<file path="config.mk">
export PLATFORM = sky130hd
export DESIGN_NAME = imul_pipe_param
export DESIGN_NICKNAME = d
export VERILOG_FILES = /design/src/rtl/imul_pipe_pkg.sv /design/src/rtl/imul_pipe_stage.sv /design/src/rtl/imul_pipe_param.sv
export SDC_FILE = /design/constraint.sdc
export NUM_CORES = 2
export LEC_CHECK = 0
export BUFFER_PORTS_ARGS = -buffer_cell sky130_fd_sc_hd__buf_2
export CAP_MARGIN = 20
export CORE_UTILIZATION = 60
export CTS_BUF_LIST = sky130_fd_sc_hd__clkbuf_8
export CTS_CLUSTER_SIZE = 20
export DETAILED_ROUTE_END_ITERATION = 6
export PLACE_DENSITY = 0.77
export SLEW_MARGIN = 5
export SYNTH_ARGS = -nofsm -noshare
export SYNTH_HDL_FRONTEND = slang
export SYNTH_SLANG_ARGS = --single-unit
</file>
<file path="constraint.sdc">
create_clock -name clk -period 12.3 [get_ports clk]
set_clock_uncertainty 0.05 [all_clocks]
set_input_delay 0 -clock clk [delete_from_list [all_inputs] [get_ports clk]]
set_output_delay 0 -clock clk [all_outputs]
set_load 0.03 [all_outputs]
</file>
<file path="src/rtl/imul_pipe_pkg.sv">
// Shared types and helpers for the pipelined integer multiplier.
// The mode enum is only consumed when IMUL_PIPE_MULH_EN is defined.
package imul_pipe_pkg;

  typedef enum logic [1:0] {
    MUL    = 2'd0,
    MULH   = 2'd1,
    MULHSU = 2'd2,
    MULHU  = 2'd3
  } imul_mode_t;

  function automatic int BITS_PER_STAGE(input int nbits, input int nstages);
    return nbits / nstages;
  endfunction

endpackage

</file>
<file path="src/rtl/imul_pipe_stage.sv">
// One shift-add stage: folds BPS bits of b into the accumulator and
// registers {a_shifted, b_remaining, acc} when enabled.
module imul_pipe_stage
  import imul_pipe_pkg::*;
#(
  parameter int NBITS = 32,
  parameter int BPS   = 8,
  parameter int AW    = NBITS
) (
  input  logic             clk,
  input  logic             en_i,
  input  logic [AW-1:0]    a_i,
  input  logic [NBITS-1:0] b_i,
  input  logic [AW-1:0]    acc_i,
  output logic [AW-1:0]    a_o,
  output logic [NBITS-1:0] b_o,
  output logic [AW-1:0]    acc_o
);

  logic [AW-1:0]    a_d, a_q;
  logic [NBITS-1:0] b_d, b_q;
  logic [AW-1:0]    acc_d, acc_q;

  always_comb begin
    acc_d = acc_i;
    for (int i = 0; i < BPS; i++) begin
      if (b_i[i]) begin
        acc_d = acc_d + (a_i << i);
      end
    end
    a_d = a_i << BPS;
    b_d = b_i >> BPS;
  end

  // Datapath only; validity lives in the top, so no reset is needed here.
  always_ff @(posedge clk) begin
    if (en_i) begin
      a_q   <= a_d;
      b_q   <= b_d;
      acc_q <= acc_d;
    end
  end

  assign a_o   = a_q;
  assign b_o   = b_q;
  assign acc_o = acc_q;

endmodule

</file>
<file path="src/rtl/imul_pipe_param.sv">
// Parametrised fixed-latency pipelined multiplier with val/rdy ports and global stall.
// Define IMUL_PIPE_MULH_EN to add recv_mode and the MULH/MULHSU/MULHU high-half results.
module imul_pipe_param
  import imul_pipe_pkg::*;
#(
  parameter int NBITS   = 32,
  parameter int NSTAGES = 4
) (
  input  logic               clk,
  input  logic               reset_n,
  input  logic               recv_val,
  output logic               recv_rdy,
  input  logic [2*NBITS-1:0] recv_msg,
`ifdef IMUL_PIPE_MULH_EN
  input  logic [1:0]         recv_mode,
`endif
  output logic               send_val,
  input  logic               send_rdy,
  output logic [NBITS-1:0]   send_msg
);

  localparam int BPS = BITS_PER_STAGE(NBITS, NSTAGES);
`ifdef IMUL_PIPE_MULH_EN
  localparam int AW = 2 * NBITS;
`else
  localparam int AW = NBITS;
`endif

  logic [NSTAGES-1:0] val_d, val_q;
  logic               stall;
  logic [NBITS-1:0]   opA, opB;
  logic [AW-1:0]      aStage   [NSTAGES+1];
  logic [NBITS-1:0]   bStage   [NSTAGES+1];
  logic [AW-1:0]      accStage [NSTAGES+1];
  logic               unused_tail;

  assign stall    = val_q[NSTAGES-1] & ~send_rdy;
  assign recv_rdy = ~stall;
  assign send_val = val_q[NSTAGES-1];

  assign opA       = recv_msg[2*NBITS-1:NBITS];
  assign opB       = recv_msg[NBITS-1:0];
  assign bStage[0] = opB;

  always_comb begin
    val_d = val_q;
    if (!stall) begin
      val_d[0] = recv_val;
      for (int k = 1; k < NSTAGES; k++) begin
        val_d[k] = val_q[k-1];
      end
    end
  end

  always_ff @(posedge clk or negedge reset_n) begin
    if (!reset_n) begin
      val_q <= '0;
    end else begin
      val_q <= val_d;
    end
  end

`ifdef IMUL_PIPE_MULH_EN
  imul_mode_t               inMode;
  logic                     aSigned, bSigned;
  logic [AW-1:0]            aHigh;
  logic [NSTAGES-1:0][1:0]  mode_q;

  assign inMode  = imul_mode_t'(recv_mode);
  assign aSigned = (inMode == MULH) || (inMode == MULHSU);
  assign bSigned = (inMode == MULH);
  assign aHigh   = {opA, {NBITS{1'b0}}};

  // Stages weight b's MSB as +2^(N-1); a signed b needs -2^(N-1), so seed acc with -a*2^N.
  assign aStage[0]   = {{NBITS{aSigned & opA[NBITS-1]}}, opA};
  assign accStage[0] = (bSigned & opB[NBITS-1]) ? (AW'(0) - aHigh) : '0;

  always_ff @(posedge clk) begin
    if (!stall) begin
      mode_q[0] <= recv_mode;
      for (int k = 1; k < NSTAGES; k++) begin
        mode_q[k] <= mode_q[k-1];
      end
    end
  end

  assign send_msg = (imul_mode_t'(mode_q[NSTAGES-1]) == MUL) ?
                    accStage[NSTAGES][NBITS-1:0] : accStage[NSTAGES][AW-1:NBITS];
`else
  assign aStage[0]   = opA;
  assign accStage[0] = '0;
  assign send_msg    = accStage[NSTAGES];
`endif

  for (genvar k = 0; k < NSTAGES; k++) begin : gStage
    imul_pipe_stage #(
      .NBITS (NBITS),
      .BPS   (BPS),
      .AW    (AW)
    ) uStage (
      .clk   (clk),
      .en_i  (~stall),
      .a_i   (aStage[k]),
      .b_i   (bStage[k]),
      .acc_i (accStage[k]),
      .a_o   (aStage[k+1]),
      .b_o   (bStage[k+1]),
      .acc_o (accStage[k+1])
    );
  end

  assign unused_tail = ^{aStage[NSTAGES], bStage[NSTAGES]};

`ifndef SYNTHESIS
  function automatic string line_trace();
    string recvStr, sendStr;
    recvStr = "-";
    sendStr = "-";
    if (recv_val & recv_rdy) recvStr = $sformatf("%h", recv_msg);
    if (send_val & send_rdy) sendStr = $sformatf("%h", send_msg);
    return $sformatf("%s |%b| %s", recvStr, val_q, sendStr);
  endfunction
`endif

endmodule

</file>
==> key figures <==
Run status
  • Status: finished, final reports clean

Logic synthesis
  • Synth unique cells: slightly below 90
  • Top_reg_cell synth: edfxtp_1
  • Cell taking the most area after synthesis: edfxtp_1
  • Post-Syn Nets: 4753
  • Synth Register Bits: between 200 and 250
  • Synth top cells by count: ha_1 (493), a21oi_1 (381), nand2_1 (368)
  • Avg Inst Size Synth: 8.32 um2
  • Number of flops mapped to enable cells by yosys: 224
  • Post-synthesis async set-or-reset flop share: 0.0175
  • Post-Syn Instances: 4163
  • Register area share after synthesis: 0.197
  • Mapped cell area: between 30000 and 40000 um2
  • Post-synth top area share: 0.194
  • Synth area leaders: edfxtp_1 (19%), ha_1 (18%), xnor2_1 (6.3%)
  • Top-count cell post-synth: ha_1
  • Yosys Warn Count: 0

GRT
  • First-pass GRT wire length: approximately 140 mm
  • GRT Util Overall: 0.296
  • Largest net degree at the start of global routing: around 190
  • Vias in the first global route: around 30000
  • Total global routing overflow: 0
  • Initial antenna violation count: 1

Critical path
  • Crit Path Max Fanout: 5
  • CP Class: register to register
  • Crit end category: register
  • Reg2reg setup slack: ~0.33 ns
  • Worst EP arrival: ~12 ns
  • Worst R2R Path Depth: 63
  • Worst R2R End: gStage[1].uStage.acc_o[31]
  • Critical path launch point type: register
  • Cell mode on critical path: o21ai_2
  • Critical-path top delay cell: fa_2
  • WP data required: 12.59 ns
  • R2r startpoint: gStage[0].uStage.a_o[8]
  • Max stage delay on crit path: 0.40 ns

Floorplan
  • Core footprint: 56700 um2
  • Core Rows: 87
  • Initial Util: 0.611
  • Full die area: roughly 59000 um2
  • I/O pin count: approximately 100
  • Die height: ~240 um
  • Chip width: 242 um

Timing
  • Setup TNS: 0 ns
  • Relative slew slack: 0.300
  • Tcrit/Tclk final: 0.973
  • Final critical-path required period: between 10 and 15 ns
  • Final setup violation count: 0
  • Slew Viols, Final: 0
  • Maximum clock frequency: roughly 0.084 GHz
  • Least-Margin Pin Slew: about 1.1 ns
  • RSZ-0062 raised after global routing: yes
  • Final hold vios: 0

Drt
  • DRT iter0 DRCs: between 2000 and 2500
  • Routed WL: 89.8 mm
  • Routed len/inst: approximately 17 um
  • Drt pass-1 iters: 6
  • Via count: about 31000
  • ANT nets after route: 0
  • Via-to-Cell Ratio: roughly 6.1
  • DRC viols: 0

Clock tree
  • Reg clk slew, reported paths: 0.06 ns
  • CTS tree: done
  • H-tree depth: 2
  • Clock Latency Late Sink: between 0.6 and 0.7 ns
  • Number of CTS-inserted buffers: 43
  • TritonCTS sink count: between 200 and 250
  • Maximum root-to-sink buffer count: 3
  • Root Driver: clkbuf_8

Placed design
  • Port bufs: approximately 100
  • Post-DP HPWL: roughly 68 mm
  • RD Place Congestion: slightly below 1
  • Dpl cells: around 5000

Worst hold path
  • Worst hold stages: 2
  • Min-delay worst type: input pin to register
  • Hold Startpoint: recv_msg[23]
  • Hold Path End: gStage[0].uStage.b_o[15]

Layout
  • Fill cells: around 4600
  • Non-filler cells, final: between 5000 and 6000
  • Share of cells above drive strength 1: 0.159
  • Fin nets: between 4000 and 5000
  • Area growth from synthesis to layout: 12.4%

Job
  • Max_cap viols: 0
## worst max-delay path, delay by kind of cell, from the launching register on
| family | cells | cell delay, ns |
|---|---|---|
| AO/OA/AOI/OAI | 23 | 3.53 |
| XOR/XNOR | 8 | 1.15 |
| adder cells (fa/ha/maj) | 9 | 2.79 |
| buffers and inverters | 5 | 0.68 |
| flip-flops | 1 | 0.36 |
| multiplexers | 2 | 0.60 |
| AND/OR/NAND/NOR | 16 | 2.51 |
## layer usage
metal | vias to the layer above | routed length [um] | GRT usage
met5 | - | 0 | 0
met4 | 0 | 2770 | 0.0944
met3 | 196 | 4910 | 0.0319
met2 | 860 | 43400 | 0.521
met1 | 14701 | 38800 | 0.375
li1 | 15739 | - | -
## flip-flops by register name, summed over array words and instances (netlist names)
name	flops
gStage.uStage.acc_o	128
gStage.uStage.a_o	48
gStage.uStage.b_o	48
val_q	4
## cells by family (layout without fill, tap and decap cells)
family,Yosys count,after routing,synth area share
DFF,228,228,0.197
and+or+nand+nor,1106,1106,0.152
buffers and inverters,405,636,0.0476
AOI/OAI and AO/OA,1301,1301,0.241
muxes,218,218,0.0692
adders and majority gates,525,525,0.196
xor gates and xnor gates,380,380,0.0973
other,0,1,0
## cells in the final DEF (no fill, tap or decap), drive strengths merged, types with 18 or more instances in the layout
cell,netlist,routed
nand4,26,26
nor3,67,67
a21o,176,176
or2,21,21
and2,43,43
edfxtp,224,224
inv,257,273
or3,39,39
xor2,127,127
nand2,368,368
and3,24,24
o31ai,33,33
clkinv,6,18
dlygate4sd3,0,56
mux2i,47,47
nor2b,59,59
xnor2,250,250
ha,493,493
nand2b,51,51
fa,29,29
o21a,86,86
nand3,72,72
mux2,171,171
o21ai,274,274
nor4,19,19
buf,44,240
clkbuf,98,44
nor2,265,265
o211ai,27,27
a211oi,31,31
o21bai,38,38
a31oi,55,55
a21oi,383,383
## worst max path at each step
| stage | from | slack, ns | endpoint |
|---|---|---|---|
| 2_1_floorplan | recv_msg[0] | 0.04 | gStage[0].uStage.acc_o[31] |
| 3_3_place_gp | recv_msg[0] | -0.02 | gStage[0].uStage.acc_o[31] |
| 3_5_place_dp | recv_msg[0] | -0.23 | gStage[0].uStage.acc_o[31] |
| 4_1_cts | gStage[0].uStage.a_o[8] | 0.006 | gStage[1].uStage.acc_o[31] |
| 5_1_grt | gStage[0].uStage.acc_o[8] | -0.35 | gStage[1].uStage.acc_o[31] |
| 6_report | gStage[0].uStage.a_o[8] | 0.33 | gStage[1].uStage.acc_o[31] |
## metrics by stage
step / utilization / area, um2 / hold slack (ns) / setup slack (ns)
5_1_grt: 0.687 / 38900 / 0.0341 / -0.351
4_1_cts: 0.664 / 37700 / 0.00243 / 0.00590
3_5_place_dp: 0.639 / 36200 / -0.243 / -0.234
3_3_place_gp: 0.639 / 36200 / -0.243 / -0.0157
6_report: 0.687 / 38900 / 0.0424 / 0.327
2_1_floorplan: - / 34600 / -0.346 / 0.0401
## timing repair
action | CTS | global route
hold endpoints to repair | 69 | 0
hold buffers | 56 | 0
gates resized for setup | 7 | 233
endpoints found under the setup margin | 2 | 17
buffers inserted | 5 | 28
pin swaps | 3 | 72
## area by class of cell
| class | count | area [um2] | share of cell area |
|---|---|---|---|
| diodes | 1 | 2.50 | 0.0000643 |
| clock buffers | 44 | 606 | 0.0155 |
| clock inverters | 33 | 184 | 0.00472 |
| inverters | 263 | 987 | 0.0253 |
| multi-input cells | 3530 | 27300 | 0.700 |
| flip-flops and latches | 228 | 6830 | 0.175 |
| well taps | 756 | 946 | 0.0243 |
| repair buffers | 296 | 2120 | 0.0545 |
Power is not shown: default switching activity piles up to over one toggle a cycle in this logic, so the estimate is an artifact.
